`src/rtl/axi_mult_pkg.sv`:
```
// Shared types and helpers for the AXI4-Lite product-table reader.
package axi_mult_pkg;

  typedef enum logic [1:0] {
    ST_IDLE = 2'd0,
    ST_ADDR = 2'd1,
    ST_DATA = 2'd2,
    ST_OUT  = 2'd3
  } state_e;

  localparam logic [1:0] RESP_OKAY   = 2'b00;
  localparam logic [1:0] RESP_EXOKAY = 2'b01;
  localparam logic [1:0] RESP_SLVERR = 2'b10;
  localparam logic [1:0] RESP_DECERR = 2'b11;

  // Table entries are 32-bit words; callers truncate to their address width.
  function automatic logic [63:0] lut_addr(input logic [63:0] base, input logic [63:0] idx);
    return base + (idx << 2);
  endfunction

endpackage

```
`src/rtl/sync_fifo.sv`:
```
// Single-clock FIFO with full/empty flags; power-of-two depth so pointers wrap naturally.
module sync_fifo #(
  parameter int unsigned WIDTH = 8,
  parameter int unsigned DEPTH = 4
) (
  input  logic             clk,
  input  logic             rst_n,
  input  logic             push_i,
  input  logic [WIDTH-1:0] din_i,
  input  logic             pop_i,
  output logic [WIDTH-1:0] dout_o,
  output logic             full_o,
  output logic             empty_o
);

  localparam int unsigned PW = $clog2(DEPTH);

  logic [WIDTH-1:0] mem [DEPTH];
  logic [PW-1:0]    wptr_q, rptr_q;
  logic [PW:0]      cnt_q;
  logic             do_push, do_pop;

  assign full_o  = (cnt_q == (PW+1)'(DEPTH));
  assign empty_o = (cnt_q == '0);
  assign dout_o  = mem[rptr_q];
  assign do_push = push_i && !full_o;
  assign do_pop  = pop_i && !empty_o;

  always_ff @(posedge clk) begin
    if (do_push) mem[wptr_q] <= din_i;
  end

  always_ff @(posedge clk or negedge rst_n) begin
    if (!rst_n) begin
      wptr_q <= '0;
      rptr_q <= '0;
      cnt_q  <= '0;
    end else begin
      if (do_push) wptr_q <= wptr_q + 1'b1;
      if (do_pop)  rptr_q <= rptr_q + 1'b1;
      if (do_push && !do_pop)      cnt_q <= cnt_q + 1'b1;
      else if (do_pop && !do_push) cnt_q <= cnt_q - 1'b1;
    end
  end

endmodule

```
`src/rtl/axi_lut_multiplier.sv`:
```
// Queues operand pairs and fetches each product a*b from a table in AXI4-Lite memory.
module axi_lut_multiplier
  import axi_mult_pkg::*;
#(
  parameter int unsigned        OP_W       = 3,
  parameter int unsigned        RES_W      = 2*OP_W,
  parameter int unsigned        ADDR_W     = 32,
  parameter int unsigned        DATA_W     = 32,
  parameter logic [ADDR_W-1:0]  BASE_ADDR  = '0,
  parameter int unsigned        FIFO_DEPTH = 4
) (
  input  logic              clk,
  input  logic              rst_n,
  input  logic              req_valid,
  output logic              req_ready,
  input  logic [OP_W-1:0]   req_a,
  input  logic [OP_W-1:0]   req_b,
  output logic              res_valid,
  input  logic              res_ready,
  output logic [RES_W-1:0]  res_data,
  output logic              res_err,
  output logic              busy,
  output logic [ADDR_W-1:0] m_axi_araddr,
  output logic [2:0]        m_axi_arprot,
  output logic              m_axi_arvalid,
  input  logic              m_axi_arready,
  input  logic [DATA_W-1:0] m_axi_rdata,
  input  logic [1:0]        m_axi_rresp,
  input  logic              m_axi_rvalid,
  output logic              m_axi_rready
);

  localparam int unsigned IDX_W = 2*OP_W;

  state_e              state_q;
  logic                init_q;
  logic [ADDR_W-1:0]   araddr_q;
  logic                arvalid_q, rready_q, res_valid_q, res_err_q;
  logic [RES_W-1:0]    res_data_q;

  logic [IDX_W-1:0]    q_dout;
  logic                q_full, q_empty, q_push, q_pop;
  logic [ADDR_W-1:0]   araddr_d;
  logic                rd_err;

  // init_q keeps req_ready low until the first edge after reset release.
  assign req_ready = init_q && !q_full;
  assign q_push    = req_valid && req_ready;
  assign q_pop     = !q_empty && ((state_q == ST_IDLE) || (state_q == ST_OUT && res_ready));
  assign araddr_d  = ADDR_W'(lut_addr(64'(BASE_ADDR), 64'(q_dout)));
  assign rd_err    = (m_axi_rresp == RESP_SLVERR) || (m_axi_rresp == RESP_DECERR);

  sync_fifo #(
    .WIDTH (IDX_W),
    .DEPTH (FIFO_DEPTH)
  ) u_req_q (
    .clk     (clk),
    .rst_n   (rst_n),
    .push_i  (q_push),
    .din_i   ({req_a, req_b}),
    .pop_i   (q_pop),
    .dout_o  (q_dout),
    .full_o  (q_full),
    .empty_o (q_empty)
  );

  always_ff @(posedge clk or negedge rst_n) begin
    if (!rst_n) begin
      state_q     <= ST_IDLE;
      init_q      <= 1'b0;
      araddr_q    <= '0;
      arvalid_q   <= 1'b0;
      rready_q    <= 1'b0;
      res_valid_q <= 1'b0;
      res_data_q  <= '0;
      res_err_q   <= 1'b0;
    end else begin
      init_q <= 1'b1;
      case (state_q)
        ST_IDLE: begin
          if (!q_empty) begin
            araddr_q  <= araddr_d;
            arvalid_q <= 1'b1;
            state_q   <= ST_ADDR;
          end
        end
        ST_ADDR: begin
          if (m_axi_arready) begin
            arvalid_q <= 1'b0;
            rready_q  <= 1'b1;
            state_q   <= ST_DATA;
          end
        end
        ST_DATA: begin
          if (m_axi_rvalid) begin
            rready_q    <= 1'b0;
            res_valid_q <= 1'b1;
            res_err_q   <= rd_err;
            res_data_q  <= rd_err ? '0 : m_axi_rdata[RES_W-1:0];
            state_q     <= ST_OUT;
          end
        end
        ST_OUT: begin
          if (res_ready) begin
            res_valid_q <= 1'b0;
            // Chain straight into the next read to keep the 3-cycle cadence.
            if (!q_empty) begin
              araddr_q  <= araddr_d;
              arvalid_q <= 1'b1;
              state_q   <= ST_ADDR;
            end else begin
              state_q   <= ST_IDLE;
            end
          end
        end
        default: state_q <= ST_IDLE;
      endcase
    end
  end

  generate
    if (RES_W < DATA_W) begin : g_rdata_hi
      logic unused_rdata_hi;
      assign unused_rdata_hi = ^m_axi_rdata[DATA_W-1:RES_W];
    end
  endgenerate

  assign res_valid     = res_valid_q;
  assign res_data      = res_data_q;
  assign res_err       = res_err_q;
  assign busy          = !q_empty || (state_q != ST_IDLE);
  assign m_axi_araddr  = araddr_q;
  assign m_axi_arprot  = 3'b000;
  assign m_axi_arvalid = arvalid_q;
  assign m_axi_rready  = rready_q;

endmodule

```
`config.mk`:
```
export PLATFORM = sky130hd
export DESIGN_NAME = axi_lut_multiplier
export DESIGN_NICKNAME = d
export VERILOG_FILES = /design/src/rtl/axi_mult_pkg.sv /design/src/rtl/sync_fifo.sv /design/src/rtl/axi_lut_multiplier.sv
export SDC_FILE = /design/constraint.sdc
export NUM_CORES = 1
export LEC_CHECK = 0
export CAP_MARGIN = 20
export CORE_MARGIN = 4
export CORE_UTILIZATION = 45
export CTS_CLUSTER_SIZE = 20
export DETAILED_ROUTE_END_ITERATION = 12
export GPL_TIMING_DRIVEN = 0
export PLACE_DENSITY = 0.82
export SETUP_SLACK_MARGIN = 0.4
export SLEW_MARGIN = 20
export SYNTH_ARGS = -nofsm -noshare
export SYNTH_HDL_FRONTEND = slang
export SYNTH_SLANG_ARGS = --single-unit
export TNS_END_PERCENT = 100
```
`constraint.sdc`:
```
create_clock -name clk -period 3.35 [get_ports clk]
set_input_delay 0.335 -clock clk [delete_from_list [all_inputs] [get_ports clk]]
set_output_delay 0.335 -clock clk [all_outputs]
set_load 0.01 [all_outputs]
```
# ---- After elaboration in Yosys (flattened, before gate mapping)
# Memory sizes are Yosys's and may differ from the RTL's.
# Index checks and enable logic that the tools add are counted.
dict set report classes {
  addsub 4
  n_eq_ne 10
  n_mux 24
  reduce_logical 29
}
# op count
set ops {}
lappend ops {{$mux 32} 2}
lappend ops {{$pmux 32 s2} 1}
lappend ops {{$mux 1} 10}
lappend ops {{$reduce_bool 2->1} 5}
lappend ops {{$reduce_and 3->1} 3}
lappend ops {{$eq 2x2->1 const B} 4}
lappend ops {{$logic_and 1x1->1} 8}
lappend ops {{$mux 2} 4}
lappend ops {{$ne 2x2->1 const B} 4}
lappend ops {{$pmux 2 s4} 1}
lappend ops {{$mux 3} 2}
lappend ops {{$mux 6} 1}
lappend ops {{$add 2x1->2 const B} 2}
lappend ops {{$logic_not 1->1} 4}
lappend ops {{$pmux 1 s2} 2}
lappend ops {{$reduce_and 2->1} 2}
lappend ops {{$reduce_and 4->1} 1}
lappend ops {{$add 3x1->3 const B} 1}
lappend ops {{$eq 3x3->1 const B} 1}
lappend ops {{$logic_not 3->1} 1}
lappend ops {{$logic_or 1x1->1} 3}
lappend ops {{$pmux 1 s3} 1}
lappend ops {{$reduce_bool 3->1} 1}
lappend ops {{$sub 3x1->3 const B} 1}
lappend ops {{other kinds (2)} 2}
dict set report totals {
  reg_bits 52
  mem_bits_rw 24
  inputBits 46
  out_inout_bits 47
  wordCells 79
  n_memories 1
}
# name words width rd rd_ports_with_merged_regs wr line
set memory_table {}
lappend memory_table {u_req_q.mem 4 6 1 0 1 sync_fifo.sv:18} ;# logic [WIDTH-1:0] mem [DEPTH];

# ---- Longest topological paths before layout
dict set report depth {
  ltp_word 9
  mapped_depth 11
  ltp_nobuf 11
}

# ---- By module
# From an unflattened synthesis, not the netlist that was laid out.
dict set report unflattened {
  hier_cells 182
  hier_area_um2 2467.4
}
# module n_inst cells_each area_per_inst_um2 seq_area_each_um2
set by_module_without_submodules {}
lappend by_module_without_submodules {sync_fifo 1 67 1303.8 895.9}
lappend by_module_without_submodules {axi_lut_multiplier 1 115 1163.6 475.5}

# ---- Least setup slack after synthesis
# No wires, ideal clock.
dict set report synth_path {
  path_type {flip-flop to flip-flop}
  startpoint {reg u_req_q.cnt_q[0]}
  endpoint {reg u_req_q.cnt_q[2]}
  setup_ps 79
  arrival_ps 1956
  t_required_ps 3271
  path_slack_ps 1315
  path_stages_with_launch 9
  path_buffers 0
  path_cell_list {dfrtp_1 -> nor2_1 -> a21oi_1 -> ha_1 -> inv_1 -> fa_1 -> xor2_1 -> nor2_1 -> xor2_1}
}
dict set report synth_between {
  elab_chain_len 8
  word_cells_on_any_way 18
  cone_classes {add/sub: 2; eq/ne: 1; mux: 2; reduce/logical: 13}
}
# item line
set synth_rtl {}
lappend synth_rtl {{from (decl)} sync_fifo.sv:20} ;# logic [PW:0] cnt_q;
lappend synth_rtl {{from (signal assigned)} sync_fifo.sv:41} ;# if (do_push && !do_pop) cnt_q <= cnt_q + 1'b1;
lappend synth_rtl {{from (signal assigned)} sync_fifo.sv:42} ;# else if (do_pop && !do_push) cnt_q <= cnt_q - 1'b1;
lappend synth_rtl {{$eq 3x3->1 (*)} sync_fifo.sv:23} ;# assign full_o = (cnt_q == (PW+1)'(DEPTH));
lappend synth_rtl {{$logic_not 1->1 (*)} {sync_fifo.sv:26, axi_lut_multiplier.sv:47}}
lappend synth_rtl {{$logic_and 1x1->1} axi_lut_multiplier.sv:47} ;# assign req_ready = init_q && !q_full;
lappend synth_rtl {{$logic_and 1x1->1} axi_lut_multiplier.sv:48} ;# assign q_push = req_valid && req_ready;
lappend synth_rtl {{$logic_and 1x1->1 (*)} sync_fifo.sv:26} ;# assign do_push = push_i && !full_o;
lappend synth_rtl {{via u_req_q.do_push} sync_fifo.sv:21} ;# logic do_push, do_pop;
lappend synth_rtl {{$logic_not 1->1} sync_fifo.sv:42}
lappend synth_rtl {{$logic_and 1x1->1} sync_fifo.sv:42}
lappend synth_rtl {{$reduce_bool 2->1 (no line)} n/a}
# The timed path passes the listed nets; every way through them passes the cells marked *. The select of a mux whose other input is x is not followed.
# A chain may end at the register's enable or synchronous reset.

# ---- Worst setup path in the final report
# Same ends and word-level chain as after synthesis.

==> results by stage <==
Outcome:
- The flow ran to the end, and the final reports show no timing, DRC or antenna violations.

Floorplanning:
- The die is 81.3 um tall.
- The total I/O pin count is 93.
- The initial utilization of the core area, before any placement, comes to 47.0%.
- The floorplan step defined a core boundary enclosing 0.00514 sq mm.
- The horizontal die dimension is 81.3 um.
- The floorplan has 26 rows.
- The area enclosed by the die boundary is 0.00661 sq mm.

Synthesis:
- Summed over all instances, the cell type with the most area after synthesis is sky130_fd_sc_hd__edfxtp_1.
- Counting every instance in the synthesized netlist gives 180.
- The count of flip-flops with a built-in enable after synthesis is 24.
- The area share of the largest cell type after synthesis is 29.8%.
- The proportion of synthesized chip area in sequential cells is 56.8%.
- In the post-synthesis netlist, the cell with the most instances is sky130_fd_sc_hd__buf_4.
- The mean instance size in the synthesized netlist is 13.4 sq um.
- In the synthesized netlist, the cells that appear most often are sky130_fd_sc_hd__buf_4, sky130_fd_sc_hd__dfrtp_1, sky130_fd_sc_hd__edfxtp_1, sky130_fd_sc_hd__nand2_1.
- Sorting the synthesized cells by area gives the leading types as sky130_fd_sc_hd__edfxtp_1, sky130_fd_sc_hd__dfrtp_1, sky130_fd_sc_hd__buf_4, sky130_fd_sc_hd__mux4_2, sky130_fd_sc_hd__ha_1.
- The synthesis warning total is 0.
- The count of cell types in the netlist is 30.
- The share of flip-flops with an asynchronous set or reset after synthesis is 52.0%.
- After synthesis the cells add up to 0.00242 sq mm.
- The most frequently used flop master after synthesis is sky130_fd_sc_hd__dfrtp_1.
- The total of flip-flops plus latches after synthesis is 50.

GRT:
- The wire length of the first global-routing pass is 6.26 mm.
- Entering global routing, the biggest net connects 27 pins.
- Global routing used 12.6% of the available tracks.
- The initial antenna violation count is 0.
- The leftover overflow at the end of global routing is 0.
- The via count of the first global-routing pass is 1386.

STA:
- The number of failing hold endpoints at the final stage is 0.
- The final number of setup-violating endpoints is 0.
- The top achievable clock speed is 0.441 GHz.
- The max-slew violation count is 0.
- The ratio of final minimum period to clock period is 67.7%.
- The relative slew slack is 61.9%.
- The post-route minimum period is 2270 ps.
- The pin slew with the least headroom to its limit is 571 ps.
- Setup repair after global routing left no endpoint under its margin.
- The worst clock skew is 6.65 ps.
- For the final routed database, the setup TNS stands at 0 ps.

Routing:
- The initial DRC count is 22.
- The wire length after detailed routing is 3.89 mm.
- The post-detailed-route via-to-cell ratio is 4.31.
- The first detailed-routing pass took 4 iterations.
- In the final routed layout, each cell accounts on average for 12.1 um.
- The remaining number of nets flagged by the antenna check after routing is 0.
- The total number of vias is 1388.
- The post-detailed-route DRC marker count is 0.

Clock tree:
- The count of hold buffers inserted by post-cts repair is 0.
- After clock tree synthesis, the clock-pin slew on the worst setup and hold paths is 80 ps.
- The insertion delay to the later sink of the worst-skew pair is 290 ps.
- Counting along the longest clock path gives a buffer depth of 2.
- The clock tree from TritonCTS is yes.
- Clock tree synthesis inserted a total of 5 buffers.
- The H-tree depth is 2.
- The setup fix buffers added after clock tree synthesis is 0.
- The total clock sinks is 50.
- The cell at the root of the clock tree is sky130_fd_sc_hd__clkbuf_8.
- After clock tree synthesis, the repair step resized 0 gates.

Worst setup path:
- Walking the worst path, the cells encountered are nor2_1 > a21oi_1 > ha_1 > inv_1 > fa_1 > xor2_1 > nor2_1 > xor2_1.
- The critical path runs through a total of 8 cells.
- In this run the worst path has a maximum fanout of 8.
- STA classifies the critical path endpoint as a register.
- The required time at the endpoint of the critical path is 3570 ps.
- At the worst endpoint, the arrival time is 2490 ps.
- For this run, the slowest stage of the critical path takes 490 ps.
- The kind of cell with the highest combined delay along the critical path is adder cells.
- The count of buffer and inverter cells on the critical path is 1.
- The element type at the critical path start is a register.
- The worst-path cell with the longest stage delay is sky130_fd_sc_hd__dfrtp_1.
- The depth of the worst register-to-register path is 8.
- The critical path is of the register to register type.

Finish:
- Counting the fill cells in the layout gives 428.
- Of the cells placed in the final design, the portion with a size suffix greater than 1 is 21.8%.
- Compared with the post-synthesis result, the final layout area differs by 26.0%.
- The post-route cell area is 0.00304 sq mm.
- Across the whole layout, storage elements account for 0.00137 sq mm.
- The number of antenna diodes in the final layout is 0.
- At the end of the flow, the number of nets in the layout was 308.
- The area used by multi-input combinational logic is 883 sq um.

Placed design:
- The HPWL after detailed placement is 3.07 mm.
- The congestion estimate from routability-driven global placement came to 0.775.
- Buffers placed on the I/O ports in this run total 36.
- The placed cell area is 0.00296 sq mm.

Min path:
- The class of the most critical hold timing path is input port to asynchronous set/reset pin.

Power and ir drop:
- Power spread over the standard cell area amounts to 786 mW/mm^2.
- IR analysis of the VDD net gives a maximum drop of 0.389 mV.
- The design draws 2390 uW.
- Summed over all cells, the static leakage comes to 0.00131 uW.

Job:
- Across the run, the number of max-cap violations was 0.
-- final cells by class --
| class | instances | share of cell area (%) |
|---|---|---|
| flip-flops and latches | 50 | 45.0 |
| plain buffers | 32 | 7.77 |
| multi-input cells | 118 | 29.0 |
| inverters | 8 | 0.986 |
| well taps | 70 | 2.88 |
| repair buffers | 36 | 11.7 |
| clock buffers | 8 | 2.63 |
-- where the power goes --
group	internal [uW]	total (uW)	switching (uW)
registers	840	969	129
clock network	149	326	178
logic	617	1100	479
-- kinds of logic (layout without fill, tap and decap cells) --
kind of cell               Yosys count  after routing  share of synthesized area (%)
buffers and inverters               40             84                           11.0
xor gates and xnor gates             6              6                           2.18
muxes                               15             15                           9.94
AOI/OAI and AO/OA                   20             20                           5.08
and+or+nand+nor                     36             36                           8.70
other                                2             30                          0.311
DFF                                 50             50                           56.8
adders and majority gates           11             11                           6.01
-- stage by stage --
stage / cells / worst slack (ps) / hold slack (ps) / util (%)
finish: 322 / 1080 / 27.7 / 59.2
global route: 322 / 869 / 52.8 / 59.2
CTS: 322 / 1050 / 38.5 / 59.2
detailed placement: 314 / 855 / 363 / 57.7
global placement: 314 / 884 / 466 / 57.8
floorplan: 208 / 1310 / 39.4 / -
-- sequential cells by signal, summed over array words and instances (netlist names), 2 cells and up --
signal / count
u_req_q.rptr_q: 2
m_axi_araddr: 6
state_q: 2
u_req_q.wptr_q: 2
res_data: 6
u_req_q.cnt_q: 3
u_req_q.mem: 24
-- metal layers --
| layer | vias to the layer above | GRT usage (%) | share of wire (%) |
|---|---|---|---|
| met2 | 45 | 21.4 | 49 |
| met4 | 0 | 3.38 | 0.98 |
| met5 | - | 0 | 0 |
| li1 | 702 | - | - |
| met3 | 4 | 4.55 | 8.0 |
| met1 | 637 | 15.2 | 42 |
-- layout by cell type, fill, tap and decap left out, types with 3 or more instances in the layout --
cell type,instances
sky130_fd_sc_hd__mux2_2,8
sky130_fd_sc_hd__nand2b_1,6
sky130_fd_sc_hd__conb_1,30
sky130_fd_sc_hd__clkbuf_8,5
sky130_fd_sc_hd__mux4_2,6
sky130_fd_sc_hd__clkdlybuf4s50_1,35
sky130_fd_sc_hd__and2_1,4
sky130_fd_sc_hd__xnor2_1,3
sky130_fd_sc_hd__xor2_1,3
sky130_fd_sc_hd__inv_1,8
sky130_fd_sc_hd__edfxtp_1,24
sky130_fd_sc_hd__ha_1,10
sky130_fd_sc_hd__dfrtp_1,26
sky130_fd_sc_hd__o21ai_0,10
sky130_fd_sc_hd__a21oi_1,4
sky130_fd_sc_hd__clkbuf_1,4
sky130_fd_sc_hd__nand2_1,15
sky130_fd_sc_hd__buf_4,29
sky130_fd_sc_hd__nor2_1,4
-- worst reg2reg max path: stages, from the launching register on --
cell                      delay [ps]
sky130_fd_sc_hd__dfrtp_1         490
sky130_fd_sc_hd__nor2_1          110
sky130_fd_sc_hd__a21oi_1         460
sky130_fd_sc_hd__ha_1            290
sky130_fd_sc_hd__inv_1            60
sky130_fd_sc_hd__fa_1            370
sky130_fd_sc_hd__xor2_1          170
sky130_fd_sc_hd__nor2_1          110
sky130_fd_sc_hd__xor2_1          150
-- worst paths after layout --
kind	startpoint	end	slack [ps]
setup / recovery	u_req_q.cnt_q[0]	u_req_q.cnt_q[2]	1080
hold / removal	rst_n	init_q	30
setup reg to reg	u_req_q.cnt_q[0]	u_req_q.cnt_q[2]	1080
hold reg to reg	res_data[3]	res_data[3]	490
max in group asynchronous	rst_n	m_axi_araddr[5]	2940
min in group clk	res_data[3]	res_data[3]	490
Note: power is estimated with default switching activity, not from simulation.
